### src/rtl/rrp_add_arbiter_pkg.sv
// ---------------------------------------------------------------------------
// rrp_pkg: shared definitions for the rRp_add arbiter slice.
//   digit_bits   : bits per signed digit for a given radix
//   operand_bits : bits per WIDTH-digit operand
//   id_bits      : requester index width (at least 1)
//   digit_at     : extract and sign-extend one digit from a packed vector
//   state_t      : output-stage FSM state
// ---------------------------------------------------------------------------
package rrp_pkg;

   // Widest packed vector digit_at accepts; callers zero-extend to this.
   localparam int MAX_VEC = 256;

   typedef enum logic {
      EMPTY = 1'b0,
      FULL  = 1'b1
   } state_t;

   function automatic int digit_bits(input int radix);
      return $clog2(radix) + 1;
   endfunction

   function automatic int operand_bits(input int radix, input int width);
      return digit_bits(radix) * width;
   endfunction

   function automatic int id_bits(input int nreq);
      return (nreq > 2) ? $clog2(nreq) : 1;
   endfunction

   // Digit idx of a vector packed d bits per digit, two's complement.
   function automatic int digit_at(input logic [MAX_VEC-1:0] vec, input int idx, input int d);
      logic [MAX_VEC-1:0] sh;
      int                 raw;
      sh  = vec >> (idx * d);
      raw = int'(sh[31:0] & ((32'd1 << d) - 32'd1));
      if (raw >= (1 << (d - 1))) raw -= (1 << d);
      return raw;
   endfunction

endpackage

### src/rtl/rrp_add_arbiter_if.sv
// ---------------------------------------------------------------------------
// rrp_add_arbiter_if: request and result handshake bundle.
//   req_valid/req_ready : per-requester valid, one-hot grant
//   req_x/req_y         : NREQ packed operands, requester k at [k*N +: N]
//   out_valid/out_ready : single-entry result handshake
//   out_s/out_id        : WIDTH+1 digit sum and producing requester
// master = requesters + downstream sink, slave = the arbiter.
// ---------------------------------------------------------------------------
interface rrp_add_arbiter_if #(
   parameter int RADIX = 2,
   parameter int WIDTH = 6,
   parameter int NREQ  = 4
);
   import rrp_pkg::*;

   localparam int D   = digit_bits(RADIX);
   localparam int N   = operand_bits(RADIX, WIDTH);
   localparam int IDW = id_bits(NREQ);

   logic [NREQ-1:0]   req_valid;
   logic [NREQ-1:0]   req_ready;
   logic [NREQ*N-1:0] req_x;
   logic [NREQ*N-1:0] req_y;
   logic              out_valid;
   logic              out_ready;
   logic [N+D-1:0]    out_s;
   logic [IDW-1:0]    out_id;

   modport master (
      output req_valid, req_x, req_y, out_ready,
      input  req_ready, out_valid, out_s, out_id
   );

   modport slave (
      input  req_valid, req_x, req_y, out_ready,
      output req_ready, out_valid, out_s, out_id
   );

endinterface

### src/rtl/rrp_add.sv
// ---------------------------------------------------------------------------
// rrp_add: combinational signed-digit adder.
//   x_i, y_i : WIDTH digits, D bits each, two's complement, |digit| < RADIX
//   s_o      : WIDTH+1 digits, value(s_o) = value(x_i) + value(y_i)
// Each position folds its digit sum into range with a transfer of -1/0/+1
// into the next position; the final transfer becomes the top digit.
// ---------------------------------------------------------------------------
module rrp_add
   import rrp_pkg::*;
#(
   parameter int RADIX = 2,
   parameter int WIDTH = 6,
   localparam int D    = digit_bits(RADIX),
   localparam int N    = D * WIDTH
) (
   input  logic [N-1:0]   x_i,
   input  logic [N-1:0]   y_i,
   output logic [N+D-1:0] s_o
);

   int carry;
   int dsum;
   int dig;

   // NOTE: combinational logic uses blocking assignments and gives every
   // output a default first, so no path can leave a latch behind.
   always_comb begin
      s_o   = '0;
      carry = 0;
      dsum  = 0;
      dig   = 0;
      for (int i = 0; i < WIDTH; i++) begin
         dsum = digit_at(MAX_VEC'(x_i), i, D) + digit_at(MAX_VEC'(y_i), i, D) + carry;
         if (dsum > RADIX - 1) begin
            carry = 1;
            dig   = dsum - RADIX;
         end else if (dsum < -(RADIX - 1)) begin
            carry = -1;
            dig   = dsum + RADIX;
         end else begin
            carry = 0;
            dig   = dsum;
         end
         s_o[i*D +: D] = dig[D-1:0];
      end
      s_o[WIDTH*D +: D] = carry[D-1:0];
   end

endmodule

### src/rtl/rrp_rr_arbiter.sv
// ---------------------------------------------------------------------------
// rrp_rr_arbiter: combinational round-robin priority select.
//   req_i    : request vector
//   ptr_i    : highest-priority index this cycle
//   win_o    : one-hot winner (zero when no request)
//   win_id_o : encoded winner (0 when no request)
// Wrap uses an explicit compare so non-power-of-two NREQ works.
// ---------------------------------------------------------------------------
module rrp_rr_arbiter
   import rrp_pkg::*;
#(
   parameter int NREQ  = 4,
   localparam int IDW  = id_bits(NREQ)
) (
   input  logic [NREQ-1:0] req_i,
   input  logic [IDW-1:0]  ptr_i,
   output logic [NREQ-1:0] win_o,
   output logic [IDW-1:0]  win_id_o
);

   int             idx;
   logic [IDW-1:0] sel;
   logic           found;

   always_comb begin
      win_o    = '0;
      win_id_o = '0;
      found    = 1'b0;
      idx      = 0;
      sel      = '0;
      for (int off = 0; off < NREQ; off++) begin
         idx = int'(ptr_i) + off;
         if (idx >= NREQ) idx -= NREQ;
         sel = IDW'(idx);
         if (!found && req_i[sel]) begin
            found      = 1'b1;
            win_o[sel] = 1'b1;
            win_id_o   = sel;
         end
      end
   end

endmodule

### src/rtl/rrp_add_arbiter.sv
// ---------------------------------------------------------------------------
// rrp_add_arbiter: NREQ requesters share one rrp_add through a round-robin
// arbiter; the sum lands in a single-entry output register tagged with the
// requester index.
//   clk   : clock, rising edge
//   rst_n : asynchronous active-low reset
//   bus   : rrp_add_arbiter_if.slave (request and result handshakes)
// A new pair is accepted when the output register is empty or being popped
// this cycle, so pop and push can share an edge.
// ---------------------------------------------------------------------------
module rrp_add_arbiter
   import rrp_pkg::*;
#(
   parameter int RADIX = 2,
   parameter int WIDTH = 6,
   parameter int NREQ  = 4
) (
   input logic             clk,
   input logic             rst_n,
   rrp_add_arbiter_if.slave bus
);

   localparam int D   = digit_bits(RADIX);
   localparam int N   = operand_bits(RADIX, WIDTH);
   localparam int IDW = id_bits(NREQ);
   localparam int SW  = N + D;

   logic [NREQ-1:0] win;
   logic [IDW-1:0]  win_id;
   logic            can_accept;
   logic            accept;
   logic [N-1:0]    x_sel;
   logic [N-1:0]    y_sel;
   logic [SW-1:0]   sum;

   state_t          state_q, state_d;
   logic [IDW-1:0]  ptr_q, ptr_d;
   logic [SW-1:0]   s_q, s_d;
   logic [IDW-1:0]  id_q, id_d;

   rrp_rr_arbiter #(.NREQ(NREQ)) u_arb (
      .req_i    (bus.req_valid),
      .ptr_i    (ptr_q),
      .win_o    (win),
      .win_id_o (win_id)
   );

   assign can_accept = (state_q == EMPTY) | bus.out_ready;
   // Gate with rst_n: during reset the FSM reads EMPTY, which would
   // otherwise let a grant through.
   assign bus.req_ready = rst_n ? (win & {NREQ{can_accept}}) : '0;
   assign accept        = |bus.req_ready;

   assign x_sel = bus.req_x[int'(win_id)*N +: N];
   assign y_sel = bus.req_y[int'(win_id)*N +: N];

   rrp_add #(.RADIX(RADIX), .WIDTH(WIDTH)) u_add (
      .x_i (x_sel),
      .y_i (y_sel),
      .s_o (sum)
   );

   // FSM: state register
   // NOTE: sequential state uses non-blocking assignments so every register
   // samples pre-edge values regardless of process ordering.
   always_ff @(posedge clk or negedge rst_n) begin
      if (!rst_n) state_q <= EMPTY;
      else        state_q <= state_d;
   end

   // FSM: next state
   always_comb begin
      state_d = state_q;
      case (state_q)
         EMPTY: if (accept) state_d = FULL;
         FULL:  if (!accept && bus.out_ready) state_d = EMPTY;
         default: state_d = EMPTY;
      endcase
   end

   // FSM: outputs
   always_comb begin
      bus.out_valid = (state_q == FULL);
   end

   // Datapath next values: capture on accept, otherwise hold.
   always_comb begin
      ptr_d = ptr_q;
      s_d   = s_q;
      id_d  = id_q;
      if (accept) begin
         ptr_d = (win_id == IDW'(NREQ - 1)) ? '0 : win_id + 1'b1;
         s_d   = sum;
         id_d  = win_id;
      end
   end

   always_ff @(posedge clk or negedge rst_n) begin
      if (!rst_n) begin
         ptr_q <= '0;
         s_q   <= '0;
         id_q  <= '0;
      end else begin
         ptr_q <= ptr_d;
         s_q   <= s_d;
         id_q  <= id_d;
      end
   end

   assign bus.out_s  = s_q;
   assign bus.out_id = id_q;

endmodule

### src/flat_wrapper.sv
// flat-port wrapper written by rule: the top's interface ports become plain ports
module rrp_add_arbiter_flat import rrp_pkg::*;
#(
   parameter int RADIX = 2,
   parameter int WIDTH = 6,
   parameter int NREQ  = 4
)
  (clk, rst_n, bus_req_valid, bus_req_x, bus_req_y, bus_out_ready, bus_req_ready, bus_out_valid, bus_out_s, bus_out_id);
  rrp_add_arbiter_if #(.RADIX(RADIX), .WIDTH(WIDTH), .NREQ(NREQ)) bus_i ();
  input logic clk;
  input logic rst_n;
  input wire logic [$bits(bus_i.req_valid)-1:0] bus_req_valid;
  input wire logic [$bits(bus_i.req_x)-1:0] bus_req_x;
  input wire logic [$bits(bus_i.req_y)-1:0] bus_req_y;
  input wire logic [$bits(bus_i.out_ready)-1:0] bus_out_ready;
  output wire logic [$bits(bus_i.req_ready)-1:0] bus_req_ready;
  output wire logic [$bits(bus_i.out_valid)-1:0] bus_out_valid;
  output wire logic [$bits(bus_i.out_s)-1:0] bus_out_s;
  output wire logic [$bits(bus_i.out_id)-1:0] bus_out_id;
  assign bus_i.req_valid = bus_req_valid;
  assign bus_i.req_x = bus_req_x;
  assign bus_i.req_y = bus_req_y;
  assign bus_i.out_ready = bus_out_ready;
  assign bus_req_ready = bus_i.req_ready;
  assign bus_out_valid = bus_i.out_valid;
  assign bus_out_s = bus_i.out_s;
  assign bus_out_id = bus_i.out_id;
  rrp_add_arbiter #(.RADIX(RADIX), .WIDTH(WIDTH), .NREQ(NREQ)) u_core (.clk(clk), .rst_n(rst_n), .bus(bus_i));
endmodule
### config.mk
export PLATFORM = sky130hd
export DESIGN_NAME = rrp_add_arbiter_flat
export DESIGN_NICKNAME = d
export VERILOG_FILES = /design/src/rtl/rrp_add_arbiter_pkg.sv /design/src/rtl/rrp_add_arbiter_if.sv /design/src/rtl/rrp_add.sv /design/src/rtl/rrp_rr_arbiter.sv /design/src/rtl/rrp_add_arbiter.sv /design/src/flat_wrapper.sv
export SDC_FILE = /design/constraint.sdc
export NUM_CORES = 1
export LEC_CHECK = 0
export ABC_AREA = 0
export CAP_MARGIN = 20
export CORE_MARGIN = 1.5
export CORE_UTILIZATION = 52
export DETAILED_ROUTE_END_ITERATION = 10
export PLACE_DENSITY_LB_ADDON = 0.1
export SLEW_MARGIN = 15
export SYNTH_ARGS = -nofsm -noshare
export SYNTH_HDL_FRONTEND = slang
export SYNTH_SLANG_ARGS = --single-unit
### constraint.sdc
create_clock -name clk -period 23.3 [get_ports clk]
set_input_delay 4.66 -clock clk [delete_from_list [all_inputs] [get_ports clk]]
set_output_delay 4.66 -clock clk [all_outputs]
set_load 0.02 [all_outputs]
Word-level counts from Yosys, hierarchy flattened:

Cells that the tools add are included.

* add/sub/neg operators: 43
* multiply operators: 1
* magnitude comparators: 36
* eq/ne operators: 1
* shifts and indexed selects: 2
* multiplexer cells: 72
* bitwise logic cells: 6
* reduce and logical (&&, ||, !) cells: 13

Operators with widths (number)
* 2-to-1 mux 32 bit: 22
* adder 32 bit: 11
* > comparator 32 x 2 -> 1 bit, second input constant: 6
* < comparator 32 x 1 -> 1 bit, second input constant: 6
* indexed part select 48 x 32 -> 12 bit: 2
* subtractor 2 x 3 -> 4 bit, second input constant: 12
* 2-to-1 mux 2 bit: 23
* greater-or-equal comparator 2 bit, second input constant: 12
* 2-to-1 mux 4 bit: 5
* 2-to-1 mux 1 bit: 13
* adder 2 bit, second input constant: 6
* < comparator 2 x 3 -> 1 bit, second input constant: 4
* OR 4 bit: 3
* subtractor 2 bit, second input constant: 6
* greater-or-equal comparator 3 bit, second input constant: 3
* binary-select mux 1 bit (select 2 bit): 4
* demux 1 bit (select 2 bit): 4
* greater-or-equal comparator 2 x 1 -> 1 bit, second input constant: 4
* logical AND 1 bit: 8
* subtractor 2 x 1 -> 2 bit, second input constant: 4
* adder 2 x 2 -> 3 bit, second input constant: 2
* AND 4 bit: 1
* zero test 1 bit: 4
* multiplier 2 x 2 -> 4 bit, second input constant: 1
* other kinds (8): 8

* register bits: 19
* output and inout bits: 21

Depth between registers and ports, before layout:

* depth in word-level cells: 42
* gate-level depth with buffers: 89
* gate-level depth less buffers: 86

Modules after synthesis:

From an unflattened synthesis, not the netlist that was laid out.

* cells, all modules: 419
* area total of the unflattened synthesis: 4569.4 um^2

Modules (own cells, without submodules)
* rrp_add: instances 1, cells each 276, area an instance 2698.8 um^2, sequential area each 0.0 um^2
* rrp_add_arbiter: instances 1, cells each 78, area an instance 1381.3 um^2, sequential area each 475.5 um^2
* rrp_rr_arbiter: instances 1, cells each 65, area an instance 489.2 um^2, sequential area each 0.0 um^2

Worst setup path before layout:

No wires, ideal clock.

* path kind: input-to-reg
* start: input port bus_req_valid[3]
* end: register u_core.s_q[12], in the netlist u_core.bus.out_s[12]
* library setup time: 0.128 ns
* arrival: 25.122 ns
* required time: 23.172 ns
* path slack: -1.949 ns
* stages on the path: 76
* path buffers: 3
* cell sequence: clkbuf_1 -> mux2_1 -> o32a_1 -> o31ai_1 -> buf_2 -> buf_4 -> mux2i_1 -> ha_1 -> a21o_1 -> inv_1 -> fa_1 -> inv_1 -> fa_1 -> nand3_1 -> nor2_1 -> and4_1 -> nor2_1 -> inv_1 -> (+40 left out) -> inv_1 -> fa_1 -> inv_1 -> fa_1 -> nor4b_1 -> nand4_1 -> nor4_1 -> nor2b_1 -> fa_1 -> inv_1 -> fa_1 -> fa_1 -> fa_1 -> nor4_1 -> nand3_1 -> a2111oi_0 -> a21oi_1 -> mux2_1

* word-level cells in the longest chain between the ends: 40

Ends and longest elaborated chain
* start: declaration: line flat_wrapper.sv:12 `input wire logic [$bits(bus_i.req_valid)-1:0] bus_req_valid;`
* binary-select mux 1 bit (select 2 bit): line rrp_rr_arbiter.sv:35 `if (!found && req_i[sel]) begin`
* 2-to-1 mux 1 bit (implied by the code): line rrp_rr_arbiter.sv:35
* 2-to-1 mux 1 bit: line rrp_rr_arbiter.sv:35
* zero test 1 bit: line rrp_rr_arbiter.sv:35
* logical AND 1 bit: line rrp_rr_arbiter.sv:35
* 2-to-1 mux 1 bit: line rrp_rr_arbiter.sv:35
* zero test 1 bit: line rrp_rr_arbiter.sv:35
* logical AND 1 bit: line rrp_rr_arbiter.sv:35
* (+24 left out)
* adder 32 bit: line rrp_add.sv:33 `dsum = digit_at(MAX_VEC'(x_i), i, D) + digit_at(MAX_VEC'(y_i), i, D) + carry;`
* < comparator 32 x 1 -> 1 bit: line rrp_add.sv:37 `end else if (dsum < -(RADIX - 1)) begin`
* 2-to-1 mux 32 bit: line rrp_add.sv:37
* 2-to-1 mux 32 bit: line rrp_add.sv:34 `if (dsum > RADIX - 1) begin`
* adder 32 bit: line rrp_add.sv:33
* < comparator 32 x 1 -> 1 bit: line rrp_add.sv:37
* 2-to-1 mux 2 bit: line rrp_add.sv:37
* 2-to-1 mux 2 bit: line rrp_add.sv:34
* end signal: assignment: line rrp_add_arbiter.sv:101 `s_q <= '0;`
* end signal: assignment: line rrp_add_arbiter.sv:105 `s_q <= s_d;`
* end: declaration: line rrp_add_arbiter.sv:38 `logic [SW-1:0] s_q, s_d;`

Several ways; a longest one is shown, not always the timed one. The select of a mux whose other input is x is not followed.
A chain may end at the register's enable or synchronous reset.

Final worst setup path:

* start: input port bus_req_valid[2]
* end: register u_core.s_q[11], in the netlist u_core.bus.out_s[11]

* word-level cells in the longest chain between the ends: 40

Ends and longest elaborated chain (line)
* binary-select mux 1 bit (select 2 bit): rrp_rr_arbiter.sv:35
* 2-to-1 mux 1 bit (implied by the code): rrp_rr_arbiter.sv:35
* 2-to-1 mux 1 bit: rrp_rr_arbiter.sv:35
* zero test 1 bit: rrp_rr_arbiter.sv:35
* logical AND 1 bit: rrp_rr_arbiter.sv:35
* 2-to-1 mux 1 bit: rrp_rr_arbiter.sv:35
* zero test 1 bit: rrp_rr_arbiter.sv:35
* logical AND 1 bit: rrp_rr_arbiter.sv:35
* (+24 left out)
* adder 32 bit: rrp_add.sv:33
* < comparator 32 x 1 -> 1 bit: rrp_add.sv:37
* 2-to-1 mux 32 bit: rrp_add.sv:37
* 2-to-1 mux 32 bit: rrp_add.sv:34
* adder 32 bit: rrp_add.sv:33
* < comparator 32 x 1 -> 1 bit / adder 2 bit (equally long branches): rrp_add.sv:37, rrp_add.sv:39
* 2-to-1 mux 2 bit: rrp_add.sv:37
* 2-to-1 mux 2 bit: rrp_add.sv:34

Several ways; a longest one is shown, not always the timed one. The select of a mux whose other input is x is not followed.

==> metrics.cfg <==
[clock_network]
clk_latency_ns=0.27
cts_tree=built
cts_buffer_depth=2
cts_buffers=3
cts.clk_slew.worst_paths_ns=0.09
htree_num_levels=1
cts_sinks=19
cts_root_buf=clkbuf_8
cts.hold.buffers_added=0

[floorplanning]
design.die.area_um2=10400
placementRows=35
dieWidth_um=102
pin_count=124
core_um2=9370
die_height_um=102
initial_utilization=0.544

[worst_hold_path]
worstHoldStart=u_core.bus.out_id[1]$_DFFE_PN0P_
hold_path.class=flip-flop to flip-flop
whs_endpoint=u_core.bus.out_id[1]$_DFFE_PN0P_
hold_depth=1

[logic_synthesis]
synthFlopType=dfrtp_1
ys_types=59
synthArstFlopShare=1.00
ys_ff_latch=19
synth_edf_count=0
syn_avg_cell_area_um2=9.58
syn_inst=532
ys_seq_area_frac=0.0933
syn-num-nets=742
syn_area_um2=5100
yosysWarningCount=0

[critical_path]
crit_required_ns=23.46
critPathBufInv=20
r2r_cells=81
slowest_delay_ns=0.66
cp.arrival_ns=23.16
crit_type=input port to flip-flop
worst_r2r_endpoint=u_core.bus.out_s[11]$_DFFE_PN0P_
path_max_fanout=6
crit_family=adder cells
startpoint_type=input port
reg2reg_setup_slack_ns=3.23
cp-end-kind=flip-flop
regToRegStartpoint=u_core.ptr_q[0]$_DFFE_PN0P_
worst_path_max_delay_cell=fa_2

[route]
viasPerCell=5.74
drt_wl_total_mm=14.7
dr_wl_met3_um=607
wl_met1_mm=5.88
via_count=4751
route.met2.wl_mm=8.05
wl_per_cell_um=17.8
drt_iter0_markers=253
ant_nets=0
top_layer=met4
drc_errors=0
drt_first_pass_iters=5

[global_route]
grt_pass1_vias=4786
grt_pass1_wl_mm=22.2
grt_remaining_overflow=0
antenna_found_initial=0
grt.total_usage=0.267
grt_max_degree=24

[timing]
fin_crit_sh=0.987
clock_skew_ns=0.00642
hold_ws_ns=0.496
fin_ws_ns=0.301
setup_viol=0
hold_viol=0
maxSlewViolCount=0
fmax_mhz=43.5
maxSlewHeadroom=0.465
tightest_slew_ns=0.802
final.min_clock_period_ns=23.00

[place]
gp_congestion=0.998
pre_cts_slack_ns=-0.718
dp_hpwl_mm=10.9
port_buffers=123

[final_layout]
antenna_cells=0
area_growth_syn_to_layout_pct=47.2
layout_common_cells=clkdlybuf4s50_1, fa_1, buf_4, nand2_1, mux2i_1
nets=910
final_common_cell=clkdlybuf4s50_1
layout-drive-gt1-share=0.276

[job]
max_cap_viol_count=0

[outcome]
status=complete, no violations

## worst max path at each step
stage | from | endpoint | slack (ns) | depth (start not counted)
after global routing | bus_req_valid[2] | u_core.bus.out_s[11]$_DFFE_PN0P_ | -0.38 | 84
final | bus_req_valid[2] | u_core.bus.out_s[11]$_DFFE_PN0P_ | 0.30 | 81
after CTS | bus_req_valid[0] | u_core.bus.out_s[11]$_DFFE_PN0P_ | 0.06 | 81
after global placement | bus_req_valid[2] | u_core.bus.out_s[12]$_DFFE_PN0P_ | -0.03 | 80
after detailed placement | bus_req_valid[2] | u_core.bus.out_s[11]$_DFFE_PN0P_ | -0.72 | 80
after floorplan | bus_req_valid[2] | u_core.bus.out_s[11]$_DFFE_PN0P_ | 0.006 | 81
## registers in the layout, indices dropped and copies added (netlist names)
name and flops:
u_core.bus.out_s 14, u_core.bus.out_id 2, u_core.ptr_q 2, u_core.bus.out_valid 1
## repair_timing
action / in CTS / in global routing
setup endpoints to repair: 3 / 3
setup buffers: 5 / 32
gates resized for setup: 10 / 89
pin swaps: 8 / 63
## area by class of cell
type | count | area, um^2
clock buffer | 3 | 41.3
clock inverter | 1 | 5.00
fill | 615 | 1860
inverter | 54 | 219
multi-input combinational | 436 | 4850
sequential | 19 | 475
tap | 129 | 161
timing repair buffer | 186 | 1760
## cell usage after synthesis, types with 2 or more instances
cell type | n | area, um^2
mux2i_1 | 41 | 410
a31oi_1 | 17 | 106
mux4_2 | 3 | 67.6
clkbuf_1 | 12 | 45.0
a21oi_1 | 11 | 55.1
nor3b_1 | 2 | 15.0
or4_1 | 3 | 22.5
buf_2 | 8 | 40.0
a221oi_1 | 3 | 26.3
nand3b_1 | 2 | 15.0
buf_4 | 2 | 15.0
nor2b_1 | 9 | 56.3
mux2_1 | 11 | 124
nor4b_1 | 8 | 70.1
nor2_1 | 23 | 86.3
nor4_1 | 8 | 50.1
nand4b_1 | 7 | 61.3
nand4_1 | 8 | 50.1
nand3_1 | 11 | 55.1
dfrtp_1 | 19 | 475
o21ai_1 | 8 | 40.0
a211oi_1 | 11 | 82.6
inv_2 | 2 | 7.51
nand2b_1 | 12 | 75.1
a21o_1 | 14 | 105
and2_1 | 13 | 81.3
o21ai_0 | 5 | 25.0
and3_1 | 3 | 18.8
o22ai_1 | 2 | 12.5
nor3_1 | 4 | 20.0
a22oi_1 | 4 | 30.0
mux2_2 | 18 | 203
inv_1 | 51 | 191
nand2_1 | 44 | 165
fa_1 | 81 | 1620
nor4bb_1 | 4 | 40.0
ha_1 | 26 | 325
## cells by family after synthesis
logic type / share of synthesized area
AOI/OAI and AO/OA: 0.122
xor gates and xnor gates: 0.00172
adders and majority gates: 0.382
buffers and inverters: 0.0616
DFF: 0.0933
muxes: 0.158
and+or+nand+nor: 0.182
## per-layer routing
layer  up-vias  track usage
met5         -            0
met1      2392        0.349
met2       146        0.493
li1       2195            -
met4         0       0.0464
met3        18       0.0198
## metrics by stage
step	util	setup TNS, ns	area, um^2	std cells
floorplan	-	0	5400	532
global placement	0.728	-0.0402	6830	787
detailed placement	0.728	-2.14	6830	787
CTS	0.740	0	6940	796
global route	0.801	-1.05	7510	828
finish	0.801	0	7510	828
## worst register-to-register path: cells and delay by family, from the launching register on
kind | cells | cell delay, ns
buf+inv | 20 | 2.09
mux | 2 | 0.78
fa+ha+maj | 24 | 9.07
simple gates | 21 | 4.88
compound gates | 14 | 2.28
flops | 1 | 0.87
Power is left out: the tool's default activity adds up to more than one toggle a clock period on the data nets, which glitch-free logic cannot reach.
